File: src/rtl/mem_arbiter_if.sv
// Request/response bundle between the two caches, the arbiter and the cacheline adaptor.
// The arbiter takes the slave modport; the cache/memory side takes master.
interface mem_arbiter_if #(
   parameter int unsigned LINE_WIDTH = 256,
   parameter int unsigned ADDR_WIDTH = 32
);
   logic                  i_read;
   logic [ADDR_WIDTH-1:0] i_addr;
   logic [LINE_WIDTH-1:0] i_rdata;
   logic                  i_resp;
   logic                  d_read;
   logic                  d_write;
   logic [ADDR_WIDTH-1:0] d_addr;
   logic [LINE_WIDTH-1:0] d_wdata;
   logic [LINE_WIDTH-1:0] d_rdata;
   logic                  d_resp;
   logic                  pmem_read;
   logic                  pmem_write;
   logic [ADDR_WIDTH-1:0] pmem_addr;
   logic [LINE_WIDTH-1:0] pmem_wdata;
   logic [LINE_WIDTH-1:0] pmem_rdata;
   logic                  pmem_resp;

   modport slave (
      input  i_read, i_addr, d_read, d_write, d_addr, d_wdata, pmem_rdata, pmem_resp,
      output i_rdata, i_resp, d_rdata, d_resp, pmem_read, pmem_write, pmem_addr, pmem_wdata
   );

   modport master (
      output i_read, i_addr, d_read, d_write, d_addr, d_wdata, pmem_rdata, pmem_resp,
      input  i_rdata, i_resp, d_rdata, d_resp, pmem_read, pmem_write, pmem_addr, pmem_wdata
   );
endinterface

File: src/rtl/mem_arbiter.sv
// Two-way arbiter sharing one physical-memory port between the I-cache and D-cache.
// Registered grant, latched op, response routed to the winner, one release cycle per transaction.
module mem_arbiter #(
   parameter int unsigned LINE_WIDTH = 256,
   parameter int unsigned ADDR_WIDTH = 32,
   parameter bit          D_PRIORITY = 1'b1
) (
   input  logic         clk,
   input  logic         rst,
   mem_arbiter_if.slave bus_io,
   output logic [15:0]  conflict_cnt_o
);
   typedef enum logic [1:0] {StIdle, StIBusy, StDBusy, StRelease} state_e;

   state_e                state_q;
   logic                  last_d_q;
   logic                  rd_q;
   logic                  wr_q;
   logic [ADDR_WIDTH-1:0] addr_q;
   logic [LINE_WIDTH-1:0] wdata_q;
   logic [15:0]           cnt_q;

   logic d_req;
   logic d_win;
   logic contend;
   logic i_done;
   logic d_done;

   always_comb begin
      d_req   = bus_io.d_read | bus_io.d_write;
      d_win   = d_req && (D_PRIORITY || !bus_io.i_read || !last_d_q);
      contend = bus_io.i_read && d_req;
      i_done  = (state_q == StIBusy) && bus_io.pmem_resp;
      d_done  = (state_q == StDBusy) && bus_io.pmem_resp;
   end

   always_ff @(posedge clk or posedge rst) begin
      if (rst) begin
         state_q  <= StIdle;
         last_d_q <= 1'b0;
         rd_q     <= 1'b0;
         wr_q     <= 1'b0;
         addr_q   <= '0;
         wdata_q  <= '0;
         cnt_q    <= '0;
      end else begin
         unique case (state_q)
            StIdle: begin
               if (contend && (cnt_q != 16'hFFFF)) cnt_q <= cnt_q + 16'd1;
               if (d_win) begin
                  // A simultaneous read+write is treated as a writeback.
                  state_q <= StDBusy;
                  wr_q    <= bus_io.d_write;
                  rd_q    <= !bus_io.d_write;
                  addr_q  <= bus_io.d_addr;
                  wdata_q <= bus_io.d_wdata;
               end else if (bus_io.i_read) begin
                  state_q <= StIBusy;
                  wr_q    <= 1'b0;
                  rd_q    <= 1'b1;
                  addr_q  <= bus_io.i_addr;
                  wdata_q <= '0;
               end
            end
            StIBusy: begin
               if (bus_io.pmem_resp) begin
                  state_q  <= StRelease;
                  last_d_q <= 1'b0;
                  rd_q     <= 1'b0;
                  wr_q     <= 1'b0;
               end
            end
            StDBusy: begin
               if (bus_io.pmem_resp) begin
                  state_q  <= StRelease;
                  last_d_q <= 1'b1;
                  rd_q     <= 1'b0;
                  wr_q     <= 1'b0;
               end
            end
            StRelease: state_q <= StIdle;
            default:   state_q <= StIdle;
         endcase
      end
   end

   assign bus_io.pmem_read  = rd_q;
   assign bus_io.pmem_write = wr_q;
   assign bus_io.pmem_addr  = addr_q;
   assign bus_io.pmem_wdata = wdata_q;
   assign bus_io.i_resp     = i_done;
   assign bus_io.d_resp     = d_done;
   assign bus_io.i_rdata    = i_done ? bus_io.pmem_rdata : '0;
   assign bus_io.d_rdata    = d_done ? bus_io.pmem_rdata : '0;
   assign conflict_cnt_o    = cnt_q;
endmodule

File: src/flat_wrapper.sv
// flat-port wrapper written by rule: the top's interface ports become plain ports
module mem_arbiter_flat 
#(
   parameter int unsigned LINE_WIDTH = 256,
   parameter int unsigned ADDR_WIDTH = 32,
   parameter bit          D_PRIORITY = 1'b1
)
  (clk, rst, conflict_cnt_o, bus_io_i_read, bus_io_i_addr, bus_io_d_read, bus_io_d_write, bus_io_d_addr, bus_io_d_wdata, bus_io_pmem_rdata, bus_io_pmem_resp, bus_io_i_rdata, bus_io_i_resp, bus_io_d_rdata, bus_io_d_resp, bus_io_pmem_read, bus_io_pmem_write, bus_io_pmem_addr, bus_io_pmem_wdata);
  mem_arbiter_if #(.LINE_WIDTH(LINE_WIDTH), .ADDR_WIDTH(ADDR_WIDTH)) bus_io_i ();
  input  logic clk;
  input  logic rst;
  output logic [15:0] conflict_cnt_o;
  input wire logic [$bits(bus_io_i.i_read)-1:0] bus_io_i_read;
  input wire logic [$bits(bus_io_i.i_addr)-1:0] bus_io_i_addr;
  input wire logic [$bits(bus_io_i.d_read)-1:0] bus_io_d_read;
  input wire logic [$bits(bus_io_i.d_write)-1:0] bus_io_d_write;
  input wire logic [$bits(bus_io_i.d_addr)-1:0] bus_io_d_addr;
  input wire logic [$bits(bus_io_i.d_wdata)-1:0] bus_io_d_wdata;
  input wire logic [$bits(bus_io_i.pmem_rdata)-1:0] bus_io_pmem_rdata;
  input wire logic [$bits(bus_io_i.pmem_resp)-1:0] bus_io_pmem_resp;
  output wire logic [$bits(bus_io_i.i_rdata)-1:0] bus_io_i_rdata;
  output wire logic [$bits(bus_io_i.i_resp)-1:0] bus_io_i_resp;
  output wire logic [$bits(bus_io_i.d_rdata)-1:0] bus_io_d_rdata;
  output wire logic [$bits(bus_io_i.d_resp)-1:0] bus_io_d_resp;
  output wire logic [$bits(bus_io_i.pmem_read)-1:0] bus_io_pmem_read;
  output wire logic [$bits(bus_io_i.pmem_write)-1:0] bus_io_pmem_write;
  output wire logic [$bits(bus_io_i.pmem_addr)-1:0] bus_io_pmem_addr;
  output wire logic [$bits(bus_io_i.pmem_wdata)-1:0] bus_io_pmem_wdata;
  assign bus_io_i.i_read = bus_io_i_read;
  assign bus_io_i.i_addr = bus_io_i_addr;
  assign bus_io_i.d_read = bus_io_d_read;
  assign bus_io_i.d_write = bus_io_d_write;
  assign bus_io_i.d_addr = bus_io_d_addr;
  assign bus_io_i.d_wdata = bus_io_d_wdata;
  assign bus_io_i.pmem_rdata = bus_io_pmem_rdata;
  assign bus_io_i.pmem_resp = bus_io_pmem_resp;
  assign bus_io_i_rdata = bus_io_i.i_rdata;
  assign bus_io_i_resp = bus_io_i.i_resp;
  assign bus_io_d_rdata = bus_io_i.d_rdata;
  assign bus_io_d_resp = bus_io_i.d_resp;
  assign bus_io_pmem_read = bus_io_i.pmem_read;
  assign bus_io_pmem_write = bus_io_i.pmem_write;
  assign bus_io_pmem_addr = bus_io_i.pmem_addr;
  assign bus_io_pmem_wdata = bus_io_i.pmem_wdata;
  mem_arbiter #(.LINE_WIDTH(LINE_WIDTH), .ADDR_WIDTH(ADDR_WIDTH), .D_PRIORITY(D_PRIORITY)) u_core (.clk(clk), .rst(rst), .bus_io(bus_io_i), .conflict_cnt_o(conflict_cnt_o));
endmodule
File: config.mk
export PLATFORM = sky130hd
export DESIGN_NAME = mem_arbiter_flat
export DESIGN_NICKNAME = d
export VERILOG_FILES = /design/src/rtl/mem_arbiter_if.sv /design/src/rtl/mem_arbiter.sv /design/src/flat_wrapper.sv
export SDC_FILE = /design/constraint.sdc
export NUM_CORES = 1
export LEC_CHECK = 0
export CORE_AREA = 2 2 545 547
export CTS_BUF_LIST = sky130_fd_sc_hd__clkbuf_8
export CTS_CLUSTER_SIZE = 30
export DETAILED_ROUTE_END_ITERATION = 16
export DIE_AREA = 0 0 547 549
export DONT_BUFFER_PORTS = 1
export SYNTH_ARGS = -nofsm -noshare
export SYNTH_HDL_FRONTEND = slang
export SYNTH_SLANG_ARGS = --single-unit
File: constraint.sdc
create_clock -name clk -period 24.6 [get_ports clk]
set_input_delay 2.46 -clock clk [delete_from_list [all_inputs] [get_ports clk]]
set_output_delay 2.46 -clock clk [all_outputs]
set_load 0.01 [all_outputs]
==> flow_summary.yaml <==
yosys:
  yosysUniqueCellTypes: 41
  ys.flop_type: "dfrtp_1"
  yosys_warnings: 0
  ys_async_sr_fraction_pct: 100.0
  avgSynthCellArea_um2: 10.57
  syn_nets: 2020
  netlist_instances: 1433
  syn-cell-area_um2: 15150
  ys_seq_area_share_pct: 50.87
  ys_ff_latch: 308
  synth_edf_count: 0
sta:
  setup_ws_ps: 16890
  period_share_pct: 31.33
  clock_skew_ps: 44.52
  period_minus_slack_ps: 7707
  maxSlewHeadroom_pct: 23.17
  holdWs_ps: 567.6
  tightest_slew_ps: 1152
  rsz0062_at_grt: "false"
  setup_violations: 0
  slew_violations: 0
  fin_tns_setup_ps: 0
  fmax_mhz: 129.8
  hold_viol_final: 0
grt:
  grt_usage_pct: 15.80
  grt_pass1_wl_mm: 282.0
  antenna_found_initial: 173
  grt_pass1_vias: 13840
  grt_max_degree: 519
  grt_remaining_overflow: 0
final_layout:
  synthToLayoutAreaGrowth_pct: 41.16
  final_nets: 1940
  drive_gt1_share_pct: 10.97
cts:
  cts_tree: "yes"
  postCtsSetupRepairBufs: 0
  clk_latency_ps: 800
  cts_made_buffers: 75
  clk_pin_slew_ps: 50
  cts_resized: 0
  cts_buffer_depth: 4
  cts_root_buffer: "clkbuf_8"
  cts_max_level: 3
  ctsHoldBuffers: 0
  cts_sinks: 308
power:
  peakVddDrop_v: 0.00006846
  p_leak_nw: 9.368
  p_per_area_nw_per_um2: 148.4
critical_path:
  crit_path_start: "bus_io_pmem_resp"
  required_ps: 22140
  setup.worst_path.end_class: "output port"
  cpMaxStageDelayCell: "and3_1"
  r2r_end: "u_core.conflict_cnt_o[7]"
  crit_cells: 3
  crit_buf_inv: 2
  path_delay_family: "simple AND/OR/NAND/NOR gates"
  path_common_cell: "buf_16"
  cp.arrival_ps: 5250
  crit_path_start_kind: "input pin"
  crit_path_end: "bus_io_d_rdata[43]"
  crit_path_max_fanout: 295
  rrSetupSlack_ps: 21360
  crit_path_cell_trace: "buf_16, buf_16, and3_1"
  rr_worst_depth: 7
  r2r_start: "u_core.state_q[0]"
  setup.worst_path.class: "input pin to output port"
  max_stage_delay_ps: 990
status:
  outcome: "complete, no violations"
die:
  core_area_um2: 295000
  initial_core_util_pct: 5.136
  rows: 200
  die-area_um2: 300300
  boundaryPins: 1402
  dieHeight_um: 549
  die_w_um: 547
routing:
  met1_length_mm: 79.96
  wl_met3_mm: 58.86
  drc: 0
  drt-wirelength-per-cell_um: 45.46
  ant_nets: 0
  vias_per_cell: 2.717
  drtIter0Drc: 1761
  num_vias: 14790
  postRouteWirelength_mm: 247.4
  detail_route.first_pass.iterations: 8
  wl_met2_mm: 99.11
  dr.max_layer_used: "met5"
placed_design:
  dp_slack_ps: 18180
  portBuffers: 0
  dp_hpwl_mm: 219.3
  place_congestion: 1.497
job:
  drv_cap: 0
hold_path:
  hp-class: "flop to flop"
power breakdown:
part	internal (mW)	leakage [nW]	switching (mW)	total, mW
sequential	0.730	3.85	0.742	1.47
clock	0.368	0.832	0.313	0.681
combinational	0.294	4.68	0.727	1.02
layer usage:
metal	track usage [%]	vias to the layer above
met5	1.678	-
met4	4.920	64
met3	17.17	492
met2	22.27	1733
met1	14.91	7153
li1	-	5343
flip-flops by register name, summed over array words and instances, names as in the netlist:
| signal | cells |
|---|---|
| u_core.bus_io.pmem_wdata | 256 |
| u_core.bus_io.pmem_addr | 32 |
| u_core.conflict_cnt_o | 16 |
| u_core.state_q | 2 |
| u_core.bus_io.pmem_read | 1 |
| u_core.bus_io.pmem_write | 1 |
kinds of logic after synthesis:
family	share of synthesized area, %
XOR/XNOR	0.8093
AO/OA/AOI/OAI	16.42
multiplexers	2.362
buffers and inverters	5.136
adder cells (fa/ha/maj)	0.4129
AND/OR/NAND/NOR	24.00
flip-flops	50.87
synthesized netlist by cell type, types with 4 or more instances:
library cell  count  area (um2)
buf_2            61       305.3
xnor2_1           8       70.07
clkbuf_1        118       442.9
nand3_1           7       35.03
xor2_1            6       52.55
nor3_1            4       20.02
ha_1              5       62.56
dfrtp_1         308        7707
nand2_1          39       146.4
o21ai_0          32       160.2
and3_1          513        3209
inv_1             8       30.03
mux2i_1          32       320.3
nand4_1           5       31.28
a22o_1          256        2242
metrics by stage:
step / cell area (um2) / std cells / power (mW) / utilization, %
detailed placement: 19550 / 5213 / 2.522 / 6.628
floorplan: 15150 / 1433 / 1.614 / -
global placement: 19550 / 5213 / 2.511 / 6.628
finish: 21390 / 5442 / 3.174 / 7.250
CTS: 21090 / 5341 / 3.241 / 7.147
global route: 21290 / 5403 / 3.401 / 7.217
worst min-delay path by stage:
stage | cells after the start | to | startpoint | slack, ps
after floorplan | 2 | u_core.state_q[1] | u_core.state_q[1] | 500
after global placement | 2 | u_core.state_q[1] | u_core.state_q[1] | 560
after detailed placement | 1 | u_core.bus_io.pmem_wdata[43] | u_core.bus_io.pmem_wdata[43] | 560
after CTS | 1 | u_core.bus_io.pmem_wdata[236] | u_core.bus_io.pmem_wdata[236] | 570
after global routing | 1 | u_core.bus_io.pmem_wdata[237] | u_core.bus_io.pmem_wdata[237] | 590
final | 1 | u_core.bus_io.pmem_wdata[242] | u_core.bus_io.pmem_wdata[242] | 570
final cells by class:
class	count	area (um2)
clock inverter	37	280.3
tap	3939	4928
clock buffer	91	1252
fill	34420	273600
sequential	308	7707
timing repair buffer	22	230.2
multi-input combinational	938	6705
antenna	99	247.7
inverter	8	37.54
placed cells by master (no fill, tap or decap), types with 5 or more instances in the layout:
cell type,n
a22o_1,256
buf_4,18
diode_2,99
clkinvlp_4,6
and3_1,513
nand2_1,39
dfrtp_1,308
mux2i_1,32
nand3_1,7
o21ai_0,32
inv_1,21
clkinv_2,10
xor2_1,6
clkbuf_8,91
xnor2_1,8
nand4_1,5
No activity file was read; power rests on OpenSTA's default activity.
